### config.mk
export PLATFORM = sky130hd
export DESIGN_NAME = game_ctrl_fsm_flat
export DESIGN_NICKNAME = d
export VERILOG_FILES = /design/src/rtl/game_ctrl_if.sv /design/src/rtl/game_ctrl_fsm.sv /design/src/flat_wrapper.sv
export SDC_FILE = /design/constraint.sdc
export NUM_CORES = 1
export LEC_CHECK = 0
export BUFFER_PORTS_ARGS = -buffer_cell sky130_fd_sc_hd__buf_2
export CORE_AREA = 2 2 110 154
export DETAILED_ROUTE_END_ITERATION = 6
export DIE_AREA = 0 0 112 156
export PLACE_DENSITY = 0.49
export SLEW_MARGIN = 15
export SYNTH_ARGS = -nofsm -noshare
export SYNTH_HDL_FRONTEND = slang
export SYNTH_SLANG_ARGS = --single-unit
### constraint.sdc
create_clock -name clk -period 2.43 [get_ports clk]
set_clock_uncertainty 0.15 [all_clocks]
set_input_delay 0.1215 -clock clk [delete_from_list [all_inputs] [get_ports clk]]
set_output_delay 0.1215 -clock clk [all_outputs]
set_load 0.01 [all_outputs]
### src/rtl/game_ctrl_if.sv
// Handshake bundle between the Minesweeper menu/board logic and the game controller.
// The master side drives the requests; the slave side (the controller) returns status and setup.
interface game_ctrl_if #(
   parameter int N_LEVELS = 3,
   parameter int LVL_W    = 3,
   parameter int ROW_W    = 5,
   parameter int MINE_W   = 7,
   parameter int TIMER_W  = 10,
   parameter int CNT_W    = 8
);
   logic [LVL_W-1:0]          level_sel;
   logic                      tick_1s;
   logic                      pause_req;
   logic                      game_won;
   logic                      game_lost;
   logic                      retry;

   logic [2:0]                state_out;
   logic [LVL_W-1:0]          level_idx;
   logic [ROW_W-1:0]          rows;
   logic [MINE_W-1:0]         mines;
   logic [TIMER_W-1:0]        time_left;
   logic                      timeout;
   logic [N_LEVELS*CNT_W-1:0] won_cnt;
   logic [N_LEVELS*CNT_W-1:0] lost_cnt;

   modport master (
      output level_sel, tick_1s, pause_req, game_won, game_lost, retry,
      input  state_out, level_idx, rows, mines, time_left, timeout, won_cnt, lost_cnt
   );

   modport slave (
      input  level_sel, tick_1s, pause_req, game_won, game_lost, retry,
      output state_out, level_idx, rows, mines, time_left, timeout, won_cnt, lost_cnt
   );
endinterface

### src/rtl/game_ctrl_fsm.sv
// Parametrised Minesweeper game controller: level setup from tables, game sequencing,
// per-game countdown with timeout loss, and saturating per-level win/loss statistics.
module game_ctrl_fsm #(
   parameter int N_LEVELS = 3,
   parameter int LVL_W    = 3,
   parameter int ROW_W    = 5,
   parameter int MINE_W   = 7,
   parameter int TIMER_W  = 10,
   parameter int CNT_W    = 8,
   parameter logic [N_LEVELS*ROW_W-1:0]   ROWS_TBL  = {5'd16, 5'd12, 5'd8},
   parameter logic [N_LEVELS*MINE_W-1:0]  MINES_TBL = {7'd40, 7'd20, 7'd10},
   parameter logic [N_LEVELS*TIMER_W-1:0] TIMER_TBL = {10'd999, 10'd300, 10'd0}
) (
   input logic         clk,
   input logic         rst,
   game_ctrl_if.slave  bus
);

   typedef enum logic [2:0] {
      MENU      = 3'd0,
      PLAY      = 3'd1,
      PAUSE     = 3'd2,
      WIN       = 3'd3,
      LOST      = 3'd4,
      GAME_OVER = 3'd5
   } state_t;

   localparam logic [CNT_W-1:0]   CNT_MAX = '1;
   localparam logic [TIMER_W-1:0] ONE_SEC = TIMER_W'(1);

   state_t                    state;
   logic [2:0]                state_q;
   logic [LVL_W-1:0]          level_q;
   logic [ROW_W-1:0]          rows_q;
   logic [MINE_W-1:0]         mines_q;
   logic [TIMER_W-1:0]        time_q;
   logic                      timed_q;
   logic                      timeout_q;
   logic [N_LEVELS*CNT_W-1:0] won_q;
   logic [N_LEVELS*CNT_W-1:0] lost_q;

   logic                      sel_ok;
   logic [ROW_W-1:0]          sel_rows;
   logic [MINE_W-1:0]         sel_mines;
   logic [TIMER_W-1:0]        sel_limit;

   // Table lookup for the requested level; a selection outside 1..N_LEVELS is not valid.
   always_comb begin
      // NOTE: every signal gets a default before the loop so no latch is inferred.
      sel_ok    = 1'b0;
      sel_rows  = '0;
      sel_mines = '0;
      sel_limit = '0;
      for (int k = 0; k < N_LEVELS; k++) begin
         if (bus.level_sel == LVL_W'(k + 1)) begin
            sel_ok    = 1'b1;
            sel_rows  = ROWS_TBL[k*ROW_W +: ROW_W];
            sel_mines = MINES_TBL[k*MINE_W +: MINE_W];
            sel_limit = TIMER_TBL[k*TIMER_W +: TIMER_W];
         end
      end
   end

   // NOTE: all state here updates with non-blocking assignments so every register samples pre-edge values.
   always_ff @(posedge clk) begin
      if (rst) begin
         state     <= MENU;
         state_q   <= 3'd0;
         level_q   <= '0;
         rows_q    <= '0;
         mines_q   <= '0;
         time_q    <= '0;
         timed_q   <= 1'b0;
         timeout_q <= 1'b0;
         won_q     <= '0;
         lost_q    <= '0;
      end else begin
         state_q <= state;
         case (state)
            MENU: begin
               if (sel_ok) begin
                  state     <= PLAY;
                  level_q   <= bus.level_sel;
                  rows_q    <= sel_rows;
                  mines_q   <= sel_mines;
                  time_q    <= sel_limit;
                  timed_q   <= (sel_limit != '0);
                  timeout_q <= 1'b0;
               end
            end
            PLAY: begin
               if (bus.game_lost) begin
                  state <= LOST;
               end else if (bus.game_won) begin
                  state <= WIN;
               end else if (timed_q && bus.tick_1s && time_q == ONE_SEC) begin
                  state     <= LOST;
                  time_q    <= '0;
                  timeout_q <= 1'b1;
               end else if (bus.pause_req) begin
                  state <= PAUSE;
               end else if (timed_q && bus.tick_1s && time_q > ONE_SEC) begin
                  time_q <= time_q - ONE_SEC;
               end
            end
            PAUSE: begin
               if (!bus.pause_req) state <= PLAY;
            end
            WIN: begin
               state <= GAME_OVER;
               for (int k = 0; k < N_LEVELS; k++) begin
                  if (level_q == LVL_W'(k + 1) && won_q[k*CNT_W +: CNT_W] != CNT_MAX)
                     won_q[k*CNT_W +: CNT_W] <= won_q[k*CNT_W +: CNT_W] + CNT_W'(1);
               end
            end
            LOST: begin
               state <= GAME_OVER;
               for (int k = 0; k < N_LEVELS; k++) begin
                  if (level_q == LVL_W'(k + 1) && lost_q[k*CNT_W +: CNT_W] != CNT_MAX)
                     lost_q[k*CNT_W +: CNT_W] <= lost_q[k*CNT_W +: CNT_W] + CNT_W'(1);
               end
            end
            GAME_OVER: begin
               // timeout stays visible in the menu until the next game starts.
               if (bus.retry) begin
                  state   <= MENU;
                  level_q <= '0;
                  rows_q  <= '0;
                  mines_q <= '0;
                  time_q  <= '0;
                  timed_q <= 1'b0;
               end
            end
            default: begin
               state   <= MENU;
               level_q <= '0;
               rows_q  <= '0;
               mines_q <= '0;
               time_q  <= '0;
               timed_q <= 1'b0;
            end
         endcase
      end
   end

   assign bus.state_out = state_q;
   assign bus.level_idx = level_q;
   assign bus.rows      = rows_q;
   assign bus.mines     = mines_q;
   assign bus.time_left = time_q;
   assign bus.timeout   = timeout_q;
   assign bus.won_cnt   = won_q;
   assign bus.lost_cnt  = lost_q;

endmodule

### src/flat_wrapper.sv
// flat-port wrapper written by rule: the top's interface ports become plain ports
module game_ctrl_fsm_flat 
#(
   parameter int N_LEVELS = 3,
   parameter int LVL_W    = 3,
   parameter int ROW_W    = 5,
   parameter int MINE_W   = 7,
   parameter int TIMER_W  = 10,
   parameter int CNT_W    = 8,
   parameter logic [N_LEVELS*ROW_W-1:0]   ROWS_TBL  = {5'd16, 5'd12, 5'd8},
   parameter logic [N_LEVELS*MINE_W-1:0]  MINES_TBL = {7'd40, 7'd20, 7'd10},
   parameter logic [N_LEVELS*TIMER_W-1:0] TIMER_TBL = {10'd999, 10'd300, 10'd0}
)
  (clk, rst, bus_level_sel, bus_tick_1s, bus_pause_req, bus_game_won, bus_game_lost, bus_retry, bus_state_out, bus_level_idx, bus_rows, bus_mines, bus_time_left, bus_timeout, bus_won_cnt, bus_lost_cnt);
  game_ctrl_if #(.N_LEVELS(N_LEVELS), .LVL_W(LVL_W), .ROW_W(ROW_W), .MINE_W(MINE_W), .TIMER_W(TIMER_W), .CNT_W(CNT_W)) bus_i ();
  input logic clk;
  input logic rst;
  input wire logic [$bits(bus_i.level_sel)-1:0] bus_level_sel;
  input wire logic [$bits(bus_i.tick_1s)-1:0] bus_tick_1s;
  input wire logic [$bits(bus_i.pause_req)-1:0] bus_pause_req;
  input wire logic [$bits(bus_i.game_won)-1:0] bus_game_won;
  input wire logic [$bits(bus_i.game_lost)-1:0] bus_game_lost;
  input wire logic [$bits(bus_i.retry)-1:0] bus_retry;
  output wire logic [$bits(bus_i.state_out)-1:0] bus_state_out;
  output wire logic [$bits(bus_i.level_idx)-1:0] bus_level_idx;
  output wire logic [$bits(bus_i.rows)-1:0] bus_rows;
  output wire logic [$bits(bus_i.mines)-1:0] bus_mines;
  output wire logic [$bits(bus_i.time_left)-1:0] bus_time_left;
  output wire logic [$bits(bus_i.timeout)-1:0] bus_timeout;
  output wire logic [$bits(bus_i.won_cnt)-1:0] bus_won_cnt;
  output wire logic [$bits(bus_i.lost_cnt)-1:0] bus_lost_cnt;
  assign bus_i.level_sel = bus_level_sel;
  assign bus_i.tick_1s = bus_tick_1s;
  assign bus_i.pause_req = bus_pause_req;
  assign bus_i.game_won = bus_game_won;
  assign bus_i.game_lost = bus_game_lost;
  assign bus_i.retry = bus_retry;
  assign bus_state_out = bus_i.state_out;
  assign bus_level_idx = bus_i.level_idx;
  assign bus_rows = bus_i.rows;
  assign bus_mines = bus_i.mines;
  assign bus_time_left = bus_i.time_left;
  assign bus_timeout = bus_i.timeout;
  assign bus_won_cnt = bus_i.won_cnt;
  assign bus_lost_cnt = bus_i.lost_cnt;
  game_ctrl_fsm #(.N_LEVELS(N_LEVELS), .LVL_W(LVL_W), .ROW_W(ROW_W), .MINE_W(MINE_W), .TIMER_W(TIMER_W), .CNT_W(CNT_W), .ROWS_TBL(ROWS_TBL), .MINES_TBL(MINES_TBL), .TIMER_TBL(TIMER_TBL)) u_core (.clk(clk), .rst(rst), .bus(bus_i));
endmodule
==> results of run 1 <==
[worst paths after layout]
check,startpoint,to,slack [ns],cells past startpoint
setup reg to reg,u_core.bus.time_left[0],u_core.bus.time_left[0],0.16,7
hold / removal,bus_pause_req,u_core.state[0],0.04,4
hold reg to reg,u_core.bus.mines[5],u_core.bus.mines[5],0.33,2
setup / recovery,u_core.bus.time_left[0],u_core.bus.time_left[0],0.16,7
[flip-flops by register name, summed over array words and instances (netlist names)]
register and count:
u_core.bus.time_left 10, u_core.bus.lost_cnt 24, u_core.bus.level_idx 3, u_core.bus.rows 2, u_core.timed_q 1, u_core.bus.mines 3, u_core.bus.timeout 1, u_core.state 3
u_core.bus.won_cnt 24, u_core.bus.state_out 3
[worst reg2reg max path, cell delays in order, from the launching register on]
cell and delay [ns]:
dfxtp_1 0.37, inv_1 0.08, ha_1 0.18, or3b_2 0.50
o31ai_4 0.25, a311oi_4 0.22, buf_4 0.21, o211a_1 0.20
[metrics by stage]
step                instance area, sq um  setup slack (ns)  util [%]  power [mW]  std cells
CTS                                 4610            0.0248      28.6        3.73        700
global route                        4630           0.00114      28.7        3.86        702
finish                              4630             0.165      28.7        3.67        702
global placement                    4230             0.143      26.3        2.01        683
detailed placement                  4230            0.0378      26.3        2.02        683
floorplan                           3630             0.360         -        1.83        411
[synth_stat cells, types with 2 or more instances]
cell,instances,area [sq um]
buf_4,7,52.6
or3b_2,2,17.5
nor2_1,58,218
xnor2_1,18,158
o211ai_1,6,45.0
inv_1,9,33.8
o41ai_1,2,17.5
a32oi_1,2,17.5
and3_1,6,37.5
ha_1,8,100
a21oi_1,27,135
or3_1,12,75.1
dfxtp_1,74,1480
clkbuf_1,5,18.8
o211a_1,6,60.1
buf_2,2,10.0
and3b_1,4,35.0
a31o_2,2,17.5
buf_6,3,33.8
nor3b_2,2,25.0
o21ai_0,21,105
or4_1,2,15.0
nand3_1,16,80.1
nand4_1,16,100
nor3b_1,5,37.5
or2_2,2,12.5
xor2_1,15,131
nor3_1,12,60.1
nor2b_1,3,18.8
a31oi_1,2,12.5
nand2_1,22,82.6
mux2i_1,10,100
and2_1,2,12.5
[cells by family after synthesis]
family	after synthesis	synth area share (%)
xor gates and xnor gates	33	7.99
other	1	0.104
DFF	74	40.9
adders and majority gates	8	2.77
muxes	11	3.08
and+or+nand+nor	174	25.7
buffers and inverters	27	4.49
AOI/OAI and AO/OA	80	14.9
[metal layers]
layer / vias up / routed length, microns / share of wire [%]
li1: 1645 / - / -
met1: 1556 / 4280 / 43
met2: 72 / 4970 / 50
met3: 14 / 520 / 5.2
met4: 0 / 186 / 1.9
met5: - / 0 / 0
[power breakdown]
group          total (mW)  leakage, nW  internal (mW)  switching, mW
clock network        1.66        0.180           1.13          0.530
registers            1.35        0.599           1.27         0.0855
logic               0.653         1.18          0.290          0.362
[area by class of cell]
| class | count | area (sq um) | area share, % |
|---|---|---|---|
| clock buffers | 11 | 243 | 5.25 |
| clock inverters | 5 | 125 | 2.70 |
| inverters | 9 | 33.8 | 0.730 |
| multi-input cells | 310 | 1990 | 43.0 |
| flip-flops and latches | 74 | 1480 | 32.0 |
| well taps | 199 | 249 | 5.38 |
| repair buffers | 94 | 503 | 10.9 |
[timing repair]
item,in CTS,in global routing
gates resized for setup,0,2
hold buffers,1,0
hold endpoints to repair,1,0
setup buffers,0,2
setup endpoints to repair,0,8
==> out/results.ini, run 1 <==
[run_status]
status=finished clean

[logic_synthesis]
ys.flop_type=dfxtp_1
synth_area_sq_um=3620
synth_seq_cells=74
syn_avg_cell_area_sq_um=8.87
ys_warn_count=0
synth_edf_count=0
synthArstFlopShare_pct=0
postSynthCellCount=408
ys_types=58
seq_area_frac_synth_pct=40.9

[hold_path]
min_path_type=in2reg

[timing]
maxSlewViolCount=0
max_freq_mhz=441
post-route-min-period_ns=2.27
period_share_pct=93.2
holdWs_ns=0.0405
setup_viol=0
tns_ns=0
worst_slew_pin_slew_ns=0.741
grt_setup_unrepaired=no
hold_viol=0
maxSlewHeadroom_pct=50.4

[layout]
antenna_cells=0
final_cell_mix=buf_2, dfxtp_1, nor2_1
fill_cells=1763
drive_above_1_share_pct=25.2
nNetsFinal=516
syn_to_final_growth_pct=27.9
final_common_cell=buf_2

[setup_path]
worst_path_max_delay_cell=or3b_2
crit_arrival_ns=2.35
critical_path_required_ns=2.51
crit_chain=inv_1 > ha_1 > or3b_2 > o31ai_4 > a311oi_4 > buf_4 > o211a_1
crit_fanout=10
path_buf_inv=2
crit_family=compound AO/OA/AOI/OAI gates
crit_type=reg2reg
cp-end-kind=flip-flop
slowest_delay_ns=0.50
critPathLaunchType=flip-flop

[floorplan]
ioPinCount=87
die_x_microns=112
rows=55
coreArea_sq_um=16100
start_util_pct=22.5
fp.dieH_microns=156
die-area_sq_um=17500

[drt]
post-route-drc-count=0
finalWirelength_mm=9.96
wl_per_cell_microns=14.2
drtPass1Iterations=4
drtAntennaViolNets=0
dr_total_vias=3287
drtIter0Drc=87
vias_per_cell=4.68

[clocking]
htreeDepth=3
clk_path_buf_depth=2
cts.sinks=74
insertion_delay_ns=0.34
clk_transition_reported_paths_ns=0.06
cts_tree=built
cts-buffers-inserted=9
cts_root_buffer=clkbuf_16

[global_routing]
grt_pass1_wl_mm=16.3
antenna_found_initial=0
grt_most_used_layer=met2
use_met1_pct=13.4
grt_pass1_vias=3180
grt_overflow=0
grt_max_degree=49
gr-usage-met3_pct=3.22
grt_use_met2_pct=20.1
grtUsageTotal_pct=11.7

[power_and_ir_drop]
vdd_ir_drop_max_v=0.000251
cellLeakagePower_nw=1.96
powerDensity_nw_per_um2=793

[placement]
hpwl_mm=7.42
place.gp.congestion=0.826
port_buffers=82

[job]
drv_cap=0

Power figures use the tool's default switching activity.
==> inputs of run 2 (changes only) <==
Settings changed: RECOVER_POWER from default to 25.
==> run 2 against run 1 <==
Non-clock buffer count unchanged. Wire length increased by 0.10%. Cell area decreased by 0.97%. Via count increased by 0.37%. Utilization decreased by 0.28 points. Critical path depth unchanged. Global-route usage unchanged. Die area unchanged. Sequential share of layout area increased by 0.32 points. Flip-flop and latch count unchanged. Total power about the same.
==> out/results.ini, run 2 (synthesis results as in run 1) <==
[drt]
wl_per_cell_microns=14.2  ; +0.10%
drtPass1Iterations=4  ; unchanged
drtIter0Drc=83  ; -4.6%
vias_per_cell=4.70  ; +0.37%
finalWirelength_mm=9.97  ; +0.10%
post-route-drc-count=0  ; unchanged
drtAntennaViolNets=0  ; unchanged
dr_total_vias=3299  ; +0.37%

[timing]
worst_slew_pin_slew_ns=0.758  ; +0.0169 ns
setup_slack_ns=0.166  ; +0.00111 ns
grt_setup_unrepaired=no
tns_ns=0  ; unchanged
post-route-min-period_ns=2.26  ; -0.00111 ns
maxSlewHeadroom_pct=49.3  ; -1.1 points
hold_viol=0  ; unchanged
maxSlewViolCount=0  ; unchanged
period_share_pct=93.2  ; about the same
max_freq_mhz=442  ; about the same
setup_viol=0  ; unchanged

[setup_path]
rr_endpoint=u_core.bus.time_left[1]
r2r-start=u_core.bus.time_left[0]
slowest_delay_ns=0.50  ; about the same
crit_chain=inv_1 > ha_1 > or3b_2 > o31ai_4 > a311oi_4 > buf_4 > o211a_1
cp-endpoint=u_core.bus.time_left[1]
crit_fanout=10  ; unchanged
cp-end-kind=flip-flop
worst_path_max_delay_cell=or3b_2
crit_type=reg2reg
reg2reg_depth=7  ; unchanged
crit_arrival_ns=2.35  ; about the same
regToRegSetupSlack_ns=0.17  ; about the same
startpoint=u_core.bus.time_left[0]
critical_path_required_ns=2.52  ; about the same
critPathLaunchType=flip-flop

[global_routing]
antenna_found_initial=0  ; unchanged
grt_pass1_vias=3180  ; unchanged
grtUsageTotal_pct=11.7  ; unchanged
gr-usage-met3_pct=3.22  ; unchanged
grt_use_met2_pct=20.1  ; unchanged
grt_most_used_layer=met2
grt_overflow=0  ; unchanged
grt_max_degree=49  ; unchanged
grt_pass1_wl_mm=16.3  ; unchanged
use_met1_pct=13.4  ; unchanged

[clocking]
clk_transition_reported_paths_ns=0.06  ; about the same
htreeDepth=3  ; unchanged
clk_path_buf_depth=2  ; unchanged
cts.sinks=74  ; unchanged
cts_tree=built
cts-buffers-inserted=9  ; unchanged
cts_root_buffer=clkbuf_16
insertion_delay_ns=0.34  ; about the same

[placement]
place.gp.congestion=0.826  ; unchanged
dp_slack_ns=0.0378  ; unchanged
port_buffers=82  ; unchanged
hpwl_mm=7.42  ; unchanged

[layout]
final_util_pct=28.5  ; -0.28 points
regArea_sq_um=1480  ; unchanged
nNetsFinal=516  ; unchanged
multi_input_area_sq_um=1990  ; unchanged
drive_above_1_share_pct=18.5  ; -6.8 points
fill_cells=1789  ; +1.5%
antenna_cells=0  ; unchanged
final_common_cell=dfxtp_1
syn_to_final_growth_pct=26.6
final_cell_mix=dfxtp_1, nor2_1, buf_2

[power_and_ir_drop]
cellLeakagePower_nw=1.82  ; -7.5%
vdd_ir_drop_max_v=0.000253  ; +0.72%
powerDensity_nw_per_um2=801  ; +0.98%

[floorplan]
fp.dieH_microns=156  ; unchanged
coreArea_sq_um=16100  ; unchanged
start_util_pct=22.5  ; unchanged
rows=55  ; unchanged
die_x_microns=112  ; unchanged
ioPinCount=87  ; unchanged
die-area_sq_um=17500  ; unchanged

[run_status]
status=finished clean

[hold_path]
min_path_type=in2reg

[job]
drv_cap=0  ; unchanged

run 2: worst min-delay path by stage:
stage                     startpoint            endpoint  cells after the start
finish                 bus_pause_req     u_core.state[0]                      4
global route           bus_pause_req     u_core.state[0]                      4
CTS                    bus_pause_req     u_core.state[0]                      4
detailed placement  bus_level_sel[0]  u_core.bus.rows[3]                      2
global placement    bus_level_sel[0]  u_core.bus.rows[3]                      2
floorplan           bus_level_sel[0]  u_core.bus.rows[3]                      1
run 2: final cells by class:
class	count	area share (%)
repair buffers	94	9.99
clock buffers	11	5.30
flip-flops and latches	74	32.4
well taps	199	5.43
inverters	9	0.737
multi-input cells	310	43.4
clock inverters	5	2.73
run 2: worst max-delay path, delay by kind of cell (launching register included):
family,cells,cell delay (ns)
compound gates,3,0.67
buf+inv,2,0.29
flops,1,0.37
simple gates,1,0.50
fa+ha+maj,1,0.18
run 2: through the flow:
step | instance area, sq um | hold slack (ns) | cells | power, mW
after global routing | 4580 | 0.0515 | 702 | 3.85
after floorplan | 3630 | 0.0841 | 411 | 1.83
final | 4580 | 0.0385 | 702 | 3.67
after global placement | 4230 | 0.303 | 683 | 2.01
after detailed placement | 4230 | 0.314 | 683 | 2.02
after CTS | 4610 | 0.0215 | 700 | 3.73
run 2: timing repair:
item | in CTS | in global routing
endpoints found under the setup margin | 0 | 8
hold buffers | 1 | 0
endpoints found under the hold margin | 1 | 0
gates resized for setup | 0 | 2
buffers inserted | 0 | 2
run 2: routing by layer:
metal / wire length [microns] / vias up
met1: 4260 / 1565
li1: - / 1645
met5: 0 / -
met3: 535 / 15
met4: 223 / 0
met2: 4950 / 74
run 2: power breakdown:
group          internal, mW  switching (mW)  leakage, nW
logic                 0.285           0.364         1.04
clock network          1.13           0.533        0.180
registers              1.27          0.0858        0.599
==> inputs of run 3 (changes only) <==
Settings changed: CTS_BUF_LIST from default to sky130_fd_sc_hd__clkbuf_8.
==> run 3 against run 2 <==
Combinational power about the same. Register-to-register slack about the same. Global-route usage increased by 0.11 points. Critical path depth unchanged. Highest routed layer unchanged. Worst hold slack improved by 0.0063 ns.
==> out/results.ini, run 3 (synthesis results as in run 1) <==
[global_routing]
grt_pass1_vias=3201  ; +0.66%
grt_overflow=0  ; unchanged
grt_max_degree=49  ; unchanged
grt_pass1_wl_mm=16.4  ; +0.34%
antenna_found_initial=0  ; unchanged
grtUsageTotal_pct=11.8  ; +0.11 points

[drt]
post-route-drc-count=0  ; unchanged
drtPass1Iterations=4  ; unchanged
routed.top_layer=met4
met3_length_microns=522  ; -2.4%
wl_per_cell_microns=14.2  ; -0.13%
drtIter0Drc=83  ; unchanged
wl_met2_mm=4.94  ; -0.26%
finalWirelength_mm=9.99  ; +0.15%
drtAntennaViolNets=0  ; unchanged
dr_total_vias=3306  ; +0.21%
vias_per_cell=4.70  ; about the same
wl_met1_mm=4.27  ; +0.16%

[placement]
hpwl_mm=7.42  ; unchanged
port_buffers=82  ; unchanged
place.gp.congestion=0.826  ; unchanged

[clocking]
cts.sinks=74  ; unchanged
cts_tree=built
htreeDepth=3  ; unchanged
cts_root_buffer=clkbuf_8
clk_path_buf_depth=2  ; unchanged
insertion_delay_ns=0.38  ; +0.04 ns
clk_transition_reported_paths_ns=0.09  ; +0.03 ns
cts-buffers-inserted=9  ; unchanged

[layout]
drive_above_1_share_pct=18.6  ; +0.12 points
nNetsFinal=518  ; +0.39%
syn_to_final_growth_pct=24.5
antenna_cells=0  ; unchanged
final_common_cell=dfxtp_1
final_util_pct=28.0  ; -0.48 points
final_cell_mix=dfxtp_1, nor2_1, buf_2

[timing]
period_share_pct=93.3  ; +0.13 points
grt_setup_unrepaired=no
max_freq_mhz=441  ; -0.14%
worst_slew_pin_slew_ns=1.03  ; +0.271 ns
maxSlewHeadroom_pct=31.4  ; -18 points
maxSlewViolCount=0  ; unchanged
tns_ns=0  ; unchanged
hold_viol=0  ; unchanged
setup_viol=0  ; unchanged
post-route-min-period_ns=2.27  ; +0.00324 ns

[setup_path]
critPathLaunchType=flip-flop
worst_path_max_delay_cell=or3b_2
path_buf_inv=2  ; unchanged
crit_chain=inv_1 > ha_1 > or3b_2 > o31ai_4 > a311oi_4 > buf_4 > o211a_1
crit_arrival_ns=2.39  ; +0.04 ns
crit_fanout=10  ; unchanged
cp-end-kind=flip-flop
slowest_delay_ns=0.50  ; about the same
critical_path_required_ns=2.56  ; +0.04 ns
crit_type=reg2reg
crit_family=compound AO/OA/AOI/OAI gates

[hold_path]
min_path_type=in2reg

[floorplan]
die_x_microns=112  ; unchanged
rows=55  ; unchanged
coreArea_sq_um=16100  ; unchanged
fp.dieH_microns=156  ; unchanged
die-area_sq_um=17500  ; unchanged
start_util_pct=22.5  ; unchanged
ioPinCount=87  ; unchanged

[power_and_ir_drop]
vdd_ir_drop_max_v=0.000229  ; -9.5%
powerDensity_nw_per_um2=736  ; -8.1%
cellLeakagePower_nw=1.78  ; -1.8%

[job]
drv_cap=0  ; unchanged

[run_status]
status=finished clean

==> run 3: path summary, 6_finish.rpt <==
check / startpoint / endpoint / slack [ns] / cells past startpoint
hold / removal: bus_level_sel[1] / u_core.bus.mines[1] / 0.04 / 4
setup / recovery: u_core.bus.time_left[0] / u_core.bus.time_left[1] / 0.16 / 7
setup reg to reg: u_core.bus.time_left[0] / u_core.bus.time_left[1] / 0.16 / 7
hold reg to reg: u_core.bus.mines[5] / u_core.bus.mines[5] / 0.34 / 2
==> run 3: per-layer routing <==
layer	global-route usage, %	up-vias
li1	-	1647
met1	13.4	1572
met2	20.2	70
met3	3.34	17
met4	6.21	0
met5	0	-
==> run 3: where the power goes <==
part           switching (mW)  internal, mW
Combinational           0.364         0.288
Sequential             0.0853          1.27
Clock                   0.501         0.809
Total                   0.950          2.37
==> run 3: worst reg2reg max path, cell delays in order (launching register included) <==
cell      delay [ns]
dfxtp_1         0.38
inv_1           0.08
ha_1            0.18
or3b_2          0.50
o31ai_4         0.25
a311oi_4        0.22
buf_4           0.21
o211a_1         0.20
==> run 3: final cells by class <==
class,instances,area (sq um)
fillers,1805,11600
clock buffers,10,138
clock inverters,6,129
flip-flops and latches,74,1480
repair buffers,96,480
multi-input cells,310,1990
well taps,199,249
inverters,9,33.8
==> run 3: timing repair <==
item                                    CTS  global route
resized for setup                         0             3
hold buffers                              3             0
hold endpoints to repair                  4             0
setup buffers                             0             2
endpoints found under the setup margin    0            10
==> run 3: per-stage QoR <==
stage	total power, mW	setup slack, ns	cells	hold slack [ns]	instance area (sq um)
2_1_floorplan	1.83	0.360	411	0.0841	3630
3_3_place_gp	2.01	0.143	683	0.303	4230
3_5_place_dp	2.02	0.0378	683	0.314	4230
4_1_cts	3.37	0.0207	702	0.0208	4520
5_1_grt	3.50	0.0135	704	0.0604	4500
6_report	3.31	0.162	704	0.0447	4500
